--- src/rtl/order_pkg.sv ---
// order_pkg: shared encodings for the order button front-end (state codes,
// button indices and the arbitration priority order).
package order_pkg;

  typedef enum logic {
    ST_IDLE = 1'b0,
    ST_HOLD = 1'b1
  } state_t;

  localparam int unsigned NUM_BTN = 3;
  localparam int unsigned BTN_SIG = 0;
  localparam int unsigned BTN_REG = 1;
  localparam int unsigned BTN_CAN = 2;

  // Highest priority first: cancelar beats regresar beats siguiente.
  localparam int unsigned PRIO_ORDER [NUM_BTN] = '{BTN_CAN, BTN_REG, BTN_SIG};

  // One-hot grant of the highest-priority asserted event; walks from the
  // lowest priority upwards so the last hit wins.
  function automatic logic [NUM_BTN-1:0] arbitrate(input logic [NUM_BTN-1:0] ev);
    logic [NUM_BTN-1:0] grant;
    grant = '0;
    for (int i = NUM_BTN - 1; i >= 0; i--) begin
      if (ev[PRIO_ORDER[i]]) begin
        grant = '0;
        grant[PRIO_ORDER[i]] = 1'b1;
      end
    end
    return grant;
  endfunction

endpackage

--- src/rtl/button_debounce.sv ---
// button_debounce: 2-FF synchroniser, stability counter and rising-edge
// detector for one raw push button. rise is high for one cycle when the
// debounced level goes 0->1; releases produce nothing.
module button_debounce #(
  parameter int unsigned DEBOUNCE_CYCLES = 16
) (
  input  logic clk,
  input  logic reset,
  input  logic btn,
  output logic rise
);

  localparam int unsigned CW = $clog2(DEBOUNCE_CYCLES + 1);

  logic [1:0]    sync_q;
  logic          stable_q;
  logic          stable_d1_q;
  logic [CW-1:0] cnt_q;

  // Bring the asynchronous button into the clk domain.
  // NOTE: sequential state uses non-blocking assignments so every flop samples pre-edge values.
  always_ff @(posedge clk or negedge reset) begin
    if (!reset) sync_q <= 2'b00;
    else        sync_q <= {sync_q[0], btn};
  end

  // Accept a level change only after DEBOUNCE_CYCLES consecutive differing samples.
  always_ff @(posedge clk or negedge reset) begin
    if (!reset) begin
      cnt_q    <= '0;
      stable_q <= 1'b0;
    end else if (sync_q[1] == stable_q) begin
      cnt_q <= '0;
    end else if (cnt_q == CW'(DEBOUNCE_CYCLES)) begin
      stable_q <= sync_q[1];
      cnt_q    <= '0;
    end else begin
      cnt_q <= cnt_q + CW'(1);
    end
  end

  // Delayed copy of the debounced level for edge detection.
  always_ff @(posedge clk or negedge reset) begin
    if (!reset) stable_d1_q <= 1'b0;
    else        stable_d1_q <= stable_q;
  end

  assign rise = stable_q & ~stable_d1_q;

endmodule

--- src/rtl/order_button_arbiter.sv ---
// order_button_arbiter: debounces siguiente/regresar/cancelar, arbitrates
// simultaneous presses (cancelar > regresar > siguiente) into one-cycle
// exclusive command pulses, then ignores input for HOLDOFF_CYCLES.
// Optional feature macro ORDER_TIMEOUT_EN: inactivity timer outside Menu
// forces a cancelar_p together with timeout_p.
module order_button_arbiter
  import order_pkg::*;
#(
  parameter int unsigned DEBOUNCE_CYCLES = 16,
  parameter int unsigned HOLDOFF_CYCLES  = 1024,
  parameter int unsigned TIMEOUT_CYCLES  = 2**20
) (
  input  logic clk,
  input  logic reset,
  input  logic btn_siguiente,
  input  logic btn_regresar,
  input  logic btn_cancelar,
  input  logic in_menu,
  output logic siguiente_p,
  output logic regresar_p,
  output logic cancelar_p,
  output logic timeout_p,
  output logic busy
);

  localparam int unsigned HW = $clog2(HOLDOFF_CYCLES + 1);

  logic [NUM_BTN-1:0] raw;
  logic [NUM_BTN-1:0] ev;
  logic [NUM_BTN-1:0] pulse_d, pulse_q;
  state_t             state_q, state_d;
  logic [HW-1:0]      hold_q, hold_d;

  assign raw[BTN_SIG] = btn_siguiente;
  assign raw[BTN_REG] = btn_regresar;
  assign raw[BTN_CAN] = btn_cancelar;

  for (genvar g = 0; g < NUM_BTN; g++) begin : g_btn
    button_debounce #(
      .DEBOUNCE_CYCLES(DEBOUNCE_CYCLES)
    ) u_debounce (
      .clk  (clk),
      .reset(reset),
      .btn  (raw[g]),
      .rise (ev[g])
    );
  end

`ifdef ORDER_TIMEOUT_EN
  localparam int unsigned TW = $clog2(TIMEOUT_CYCLES + 1);

  logic [TW-1:0] timer_q;
  logic          expire;
  logic          tmo_d, tmo_q;

  assign expire = (state_q == ST_IDLE) && !in_menu && (timer_q == TW'(TIMEOUT_CYCLES - 1));

  // Idle timer: cleared in Menu or on any pulse, counts only in IDLE, saturates at expiry.
  always_ff @(posedge clk or negedge reset) begin
    if (!reset) begin
      timer_q <= '0;
    end else if (in_menu || (|pulse_d)) begin
      timer_q <= '0;
    end else if ((state_q == ST_IDLE) && (timer_q != TW'(TIMEOUT_CYCLES - 1))) begin
      timer_q <= timer_q + TW'(1);
    end
  end

  // Register the timeout flag alongside the cancel pulse it accompanies.
  always_ff @(posedge clk or negedge reset) begin
    if (!reset) tmo_q <= 1'b0;
    else        tmo_q <= tmo_d;
  end

  assign timeout_p = tmo_q;
`else
  logic unused_cfg;
  assign unused_cfg = in_menu | (TIMEOUT_CYCLES == 32'd0);
  assign timeout_p  = 1'b0;
`endif

  // Next-state, holdoff count and pulse selection.
  // NOTE: every signal gets a default before the case so no latch is inferred.
  always_comb begin
    state_d = state_q;
    hold_d  = hold_q;
    pulse_d = '0;
`ifdef ORDER_TIMEOUT_EN
    tmo_d   = 1'b0;
`endif
    case (state_q)
      ST_IDLE: begin
        if (|ev) begin
          pulse_d = arbitrate(ev);
          hold_d  = HW'(HOLDOFF_CYCLES);
          state_d = ST_HOLD;
        end
`ifdef ORDER_TIMEOUT_EN
        else if (expire) begin
          pulse_d[BTN_CAN] = 1'b1;
          tmo_d            = 1'b1;
          hold_d           = HW'(HOLDOFF_CYCLES);
          state_d          = ST_HOLD;
        end
`endif
      end
      ST_HOLD: begin
        // Events arriving here are dropped, not queued.
        if (hold_q <= HW'(1)) begin
          hold_d  = '0;
          state_d = ST_IDLE;
        end else begin
          hold_d = hold_q - HW'(1);
        end
      end
      default: state_d = ST_IDLE;
    endcase
  end

  // State, holdoff counter and registered command pulses.
  always_ff @(posedge clk or negedge reset) begin
    if (!reset) begin
      state_q <= ST_IDLE;
      hold_q  <= '0;
      pulse_q <= '0;
    end else begin
      state_q <= state_d;
      hold_q  <= hold_d;
      pulse_q <= pulse_d;
    end
  end

  assign siguiente_p = pulse_q[BTN_SIG];
  assign regresar_p  = pulse_q[BTN_REG];
  assign cancelar_p  = pulse_q[BTN_CAN];
  assign busy        = (state_q == ST_HOLD);

endmodule

--- config.mk ---
export PLATFORM = sky130hd
export DESIGN_NAME = order_button_arbiter
export DESIGN_NICKNAME = d
export VERILOG_FILES = /design/src/rtl/order_pkg.sv /design/src/rtl/button_debounce.sv /design/src/rtl/order_button_arbiter.sv
export SDC_FILE = /design/constraint.sdc
export NUM_CORES = 1
export LEC_CHECK = 0
export CAP_MARGIN = 20
export CORE_ASPECT_RATIO = 0.6
export CORE_MARGIN = 3
export CORE_UTILIZATION = 62
export DETAILED_ROUTE_END_ITERATION = 12
export PLACE_DENSITY = 0.83
export SETUP_SLACK_MARGIN = 0.05
export SLEW_MARGIN = 20
export SYNTH_ARGS = -nofsm -noshare
export SYNTH_HDL_FRONTEND = slang
export SYNTH_SLANG_ARGS = --single-unit
--- constraint.sdc ---
create_clock -name clk -period 3.7 [get_ports clk]
set_input_delay 0.74 -clock clk [delete_from_list [all_inputs] [get_ports clk]]
set_output_delay 0.74 -clock clk [all_outputs]
set_load 0.1 [all_outputs]
==> results.json <==
{
  "crit_cells": 1,
  "syn_inst": 167,
  "fp.coreArea_mm2": 0.002680,
  "cts_setup_buffers": 0,
  "slowest_delay_ns": 1.20,
  "drive_gt1_frac": 0.1006,
  "via_per_inst": 5.598,
  "worstHoldPathCells": 0,
  "critical-path-top-delay-family": "buffers and inverters",
  "outcome": "finished clean",
  "antenna_found_initial": 0,
  "setup_viol": 0,
  "synth_area_per_cell_um2": 11.15,
  "track_usage": 0.1931,
  "synthSimpleGateAreaFrac": 0.1922,
  "slew_violations": 0,
  "seq_area_frac_synth": 0.5645,
  "grt_pass1_wl_um": 5644,
  "drt_iter0_markers": 67,
  "final_cell_mix": "dfrtp_1, nor2_1, nand3_1",
  "synthAdderAreaFrac": 0.05376,
  "cts_hold_buf": 0,
  "post-route-min-period_ns": 2.805,
  "rows": 14,
  "tns_ns": 0,
  "cp-end-kind": "output pin",
  "dp_hpwl_um": 2233,
  "rsz0062_at_grt": "false",
  "cts-buffers-inserted": 5,
  "cts_tree": "built",
  "die-area_mm2": 0.003718,
  "io_buffer_count": 8,
  "clk_path_buf_depth": 2,
  "firstDrtPassIters": 4,
  "synth_cell_types": 35,
  "fmax_mhz": 356.5,
  "wl_per_cell_um": 14.35,
  "final_common_cell": "dfrtp_1",
  "synthMuxAreaShare": 0.01815,
  "netlist_area_mm2": 0.001862,
  "tightestPinTransition_ns": 0.9716,
  "post-route-drc-count": 0,
  "cpMaxStageDelayCell": "clkdlybuf4s50_1",
  "placed_area_mm2": 0.001961,
  "crit_required_ns": 2.96,
  "diodes": 0,
  "cts_root_buffer": "clkbuf_8",
  "die_w_um": 76.75,
  "ir_drop_v": 0.0003209,
  "die_h_um": 48.45,
  "clock_sinks": 42,
  "worstPathMaxFanout": 9,
  "relSlewSlack": 0.3502,
  "arrival_ns": 2.06,
  "synth_xor_area_frac": 0.06116,
  "fin_skew_ns": 0.01034,
  "synth_compound_area_frac": 0.07392,
  "clkLatencyLatePin_ns": 0.29,
  "p_per_area_mw_per_mm2": 467.5,
  "clkTransAtPathRegs_ns": 0.08,
  "drtAntennaViolNets": 0,
  "post_cts_resized": 0,
  "p_leak_nw": 1.042,
  "syn_to_final_growth_pct": 10.22,
  "synth_seq_cells": 42,
  "synth_top_family_by_area": "simple AND/OR/NAND/NOR gates",
  "final_area_mm2": 0.002052,
  "routed_wl_um": 3143,
  "finalCritPeriodShare": 0.7580,
  "setup.worst_path.start_class": "register",
  "h-tree-depth": 2,
  "drv_cap": 0,
  "syn-num-nets": 181,
  "num_vias": 1226,
  "initial_core_util": 0.6947,
  "crit_chain": "clkdlybuf4s50_1",
  "hp-class": "register to register",
  "path_buf_inv": 1,
  "final_hold_viol_count": 0,
  "gp_congestion": 0.7861,
  "pin_count": 11,
  "fin_nets": 192,
  "grt_pass1_vias": 1249,
  "yosys_warnings": 0,
  "grt_max_degree": 43,
  "rr_worst_depth": 6,
  "overflow": 0,
  "path_class": "register to output pin"
}
## cell families after synthesis
| group | after synthesis |
|---|---|
| simple gates | 68 |
| flops | 42 |
| compound gates | 18 |
| buf+inv | 14 |
| xor+xnor | 13 |
| fa+ha+maj | 8 |
| mux | 3 |
| other cells | 1 |
## stage by stage
stage          worst slack [ns]  instances  total power, mW  utilization  hold WS, ns
3_5_place_dp              1.223        211           0.6686       0.7316       0.3363
2_1_floorplan             1.599        167           0.6329            -       0.3312
5_1_grt                  0.8522        219            1.007       0.7656       0.3589
4_1_cts                  0.9063        219           0.9621       0.7656       0.3562
6_report                 0.8952        219           0.9594       0.7656       0.3536
3_3_place_gp              1.254        211           0.6562       0.7316       0.3336
## cell type report
type                            instances  area, um^2
Timing Repair Buffer                    8       75.07
Sequential cell                        42        1051
Tap cell                               40       50.05
Multi-Input combinational cell        111       747.0
Clock inverter                          1       5.005
Clock buffer                            7       86.33
Fill cell                             193       628.1
Inverter                               10       37.54
## path summary, 6_finish.rpt
| check | start | end | slack, ns |
|---|---|---|---|
| setup / recovery | busy | busy | 0.90 |
| hold / removal | g_btn[0].u_debounce.sync_q[0] | g_btn[0].u_debounce.sync_q[1] | 0.35 |
| setup reg to reg | hold_q[1] | hold_q[8] | 1.65 |
| hold reg to reg | g_btn[0].u_debounce.sync_q[0] | g_btn[0].u_debounce.sync_q[1] | 0.35 |
| max in group asynchronous | reset | hold_q[1] | 2.59 |
| min in group asynchronous | reset | pulse_q[2] | 0.56 |
## cells in the mapped netlist (all sizes together)
master / n / area share
nor2: 17 / 0.034
and2: 2 / 0.0067
o21ba: 1 / 0.0054
nor3b: 1 / 0.0040
o21ai: 6 / 0.018
ha: 8 / 0.054
nand2b: 5 / 0.017
nor3: 2 / 0.0054
mux2: 3 / 0.018
inv: 10 / 0.020
dfrtp: 42 / 0.56
nand4bb: 2 / 0.012
and4: 1 / 0.0047
a21oi: 4 / 0.011
clkbuf: 2 / 0.0040
nand2: 12 / 0.024
xor2: 10 / 0.047
o31ai: 1 / 0.0040
a31oi: 1 / 0.0034
a21o: 2 / 0.0081
or2: 1 / 0.0034
buf: 2 / 0.010
o41ai: 2 / 0.019
or3b: 1 / 0.0047
nand3: 13 / 0.035
or3: 9 / 0.031
or4: 2 / 0.010
conb: 1 / 0.0020
xnor2: 3 / 0.014
o311ai: 1 / 0.0047
## flip-flops by register name (all words and copies together) (netlist names)
| name | flops |
|---|---|
| g_btn.u_debounce.cnt_q | 15 |
| hold_q | 11 |
| g_btn.u_debounce.sync_q | 6 |
| g_btn.u_debounce.stable_d1_q | 3 |
| g_btn.u_debounce.stable_q | 3 |
| pulse_q | 3 |
| busy | 1 |
## metal layers
metal | share of wire | vias to the layer above | global-route usage
li1 | - | 584 | -
met2 | 0.48 | 46 | 0.3064
met1 | 0.45 | 583 | 0.2600
met4 | 0.022 | 0 | 0.06928
met5 | 0 | - | 0
met3 | 0.054 | 13 | 0.05000
## power breakdown
part / switching [mW] / internal (mW)
combinational: 0.0905 / 0.0612
sequential: 0.0258 / 0.484
clock: 0.147 / 0.150
No activity file was read; power rests on OpenSTA's default activity.
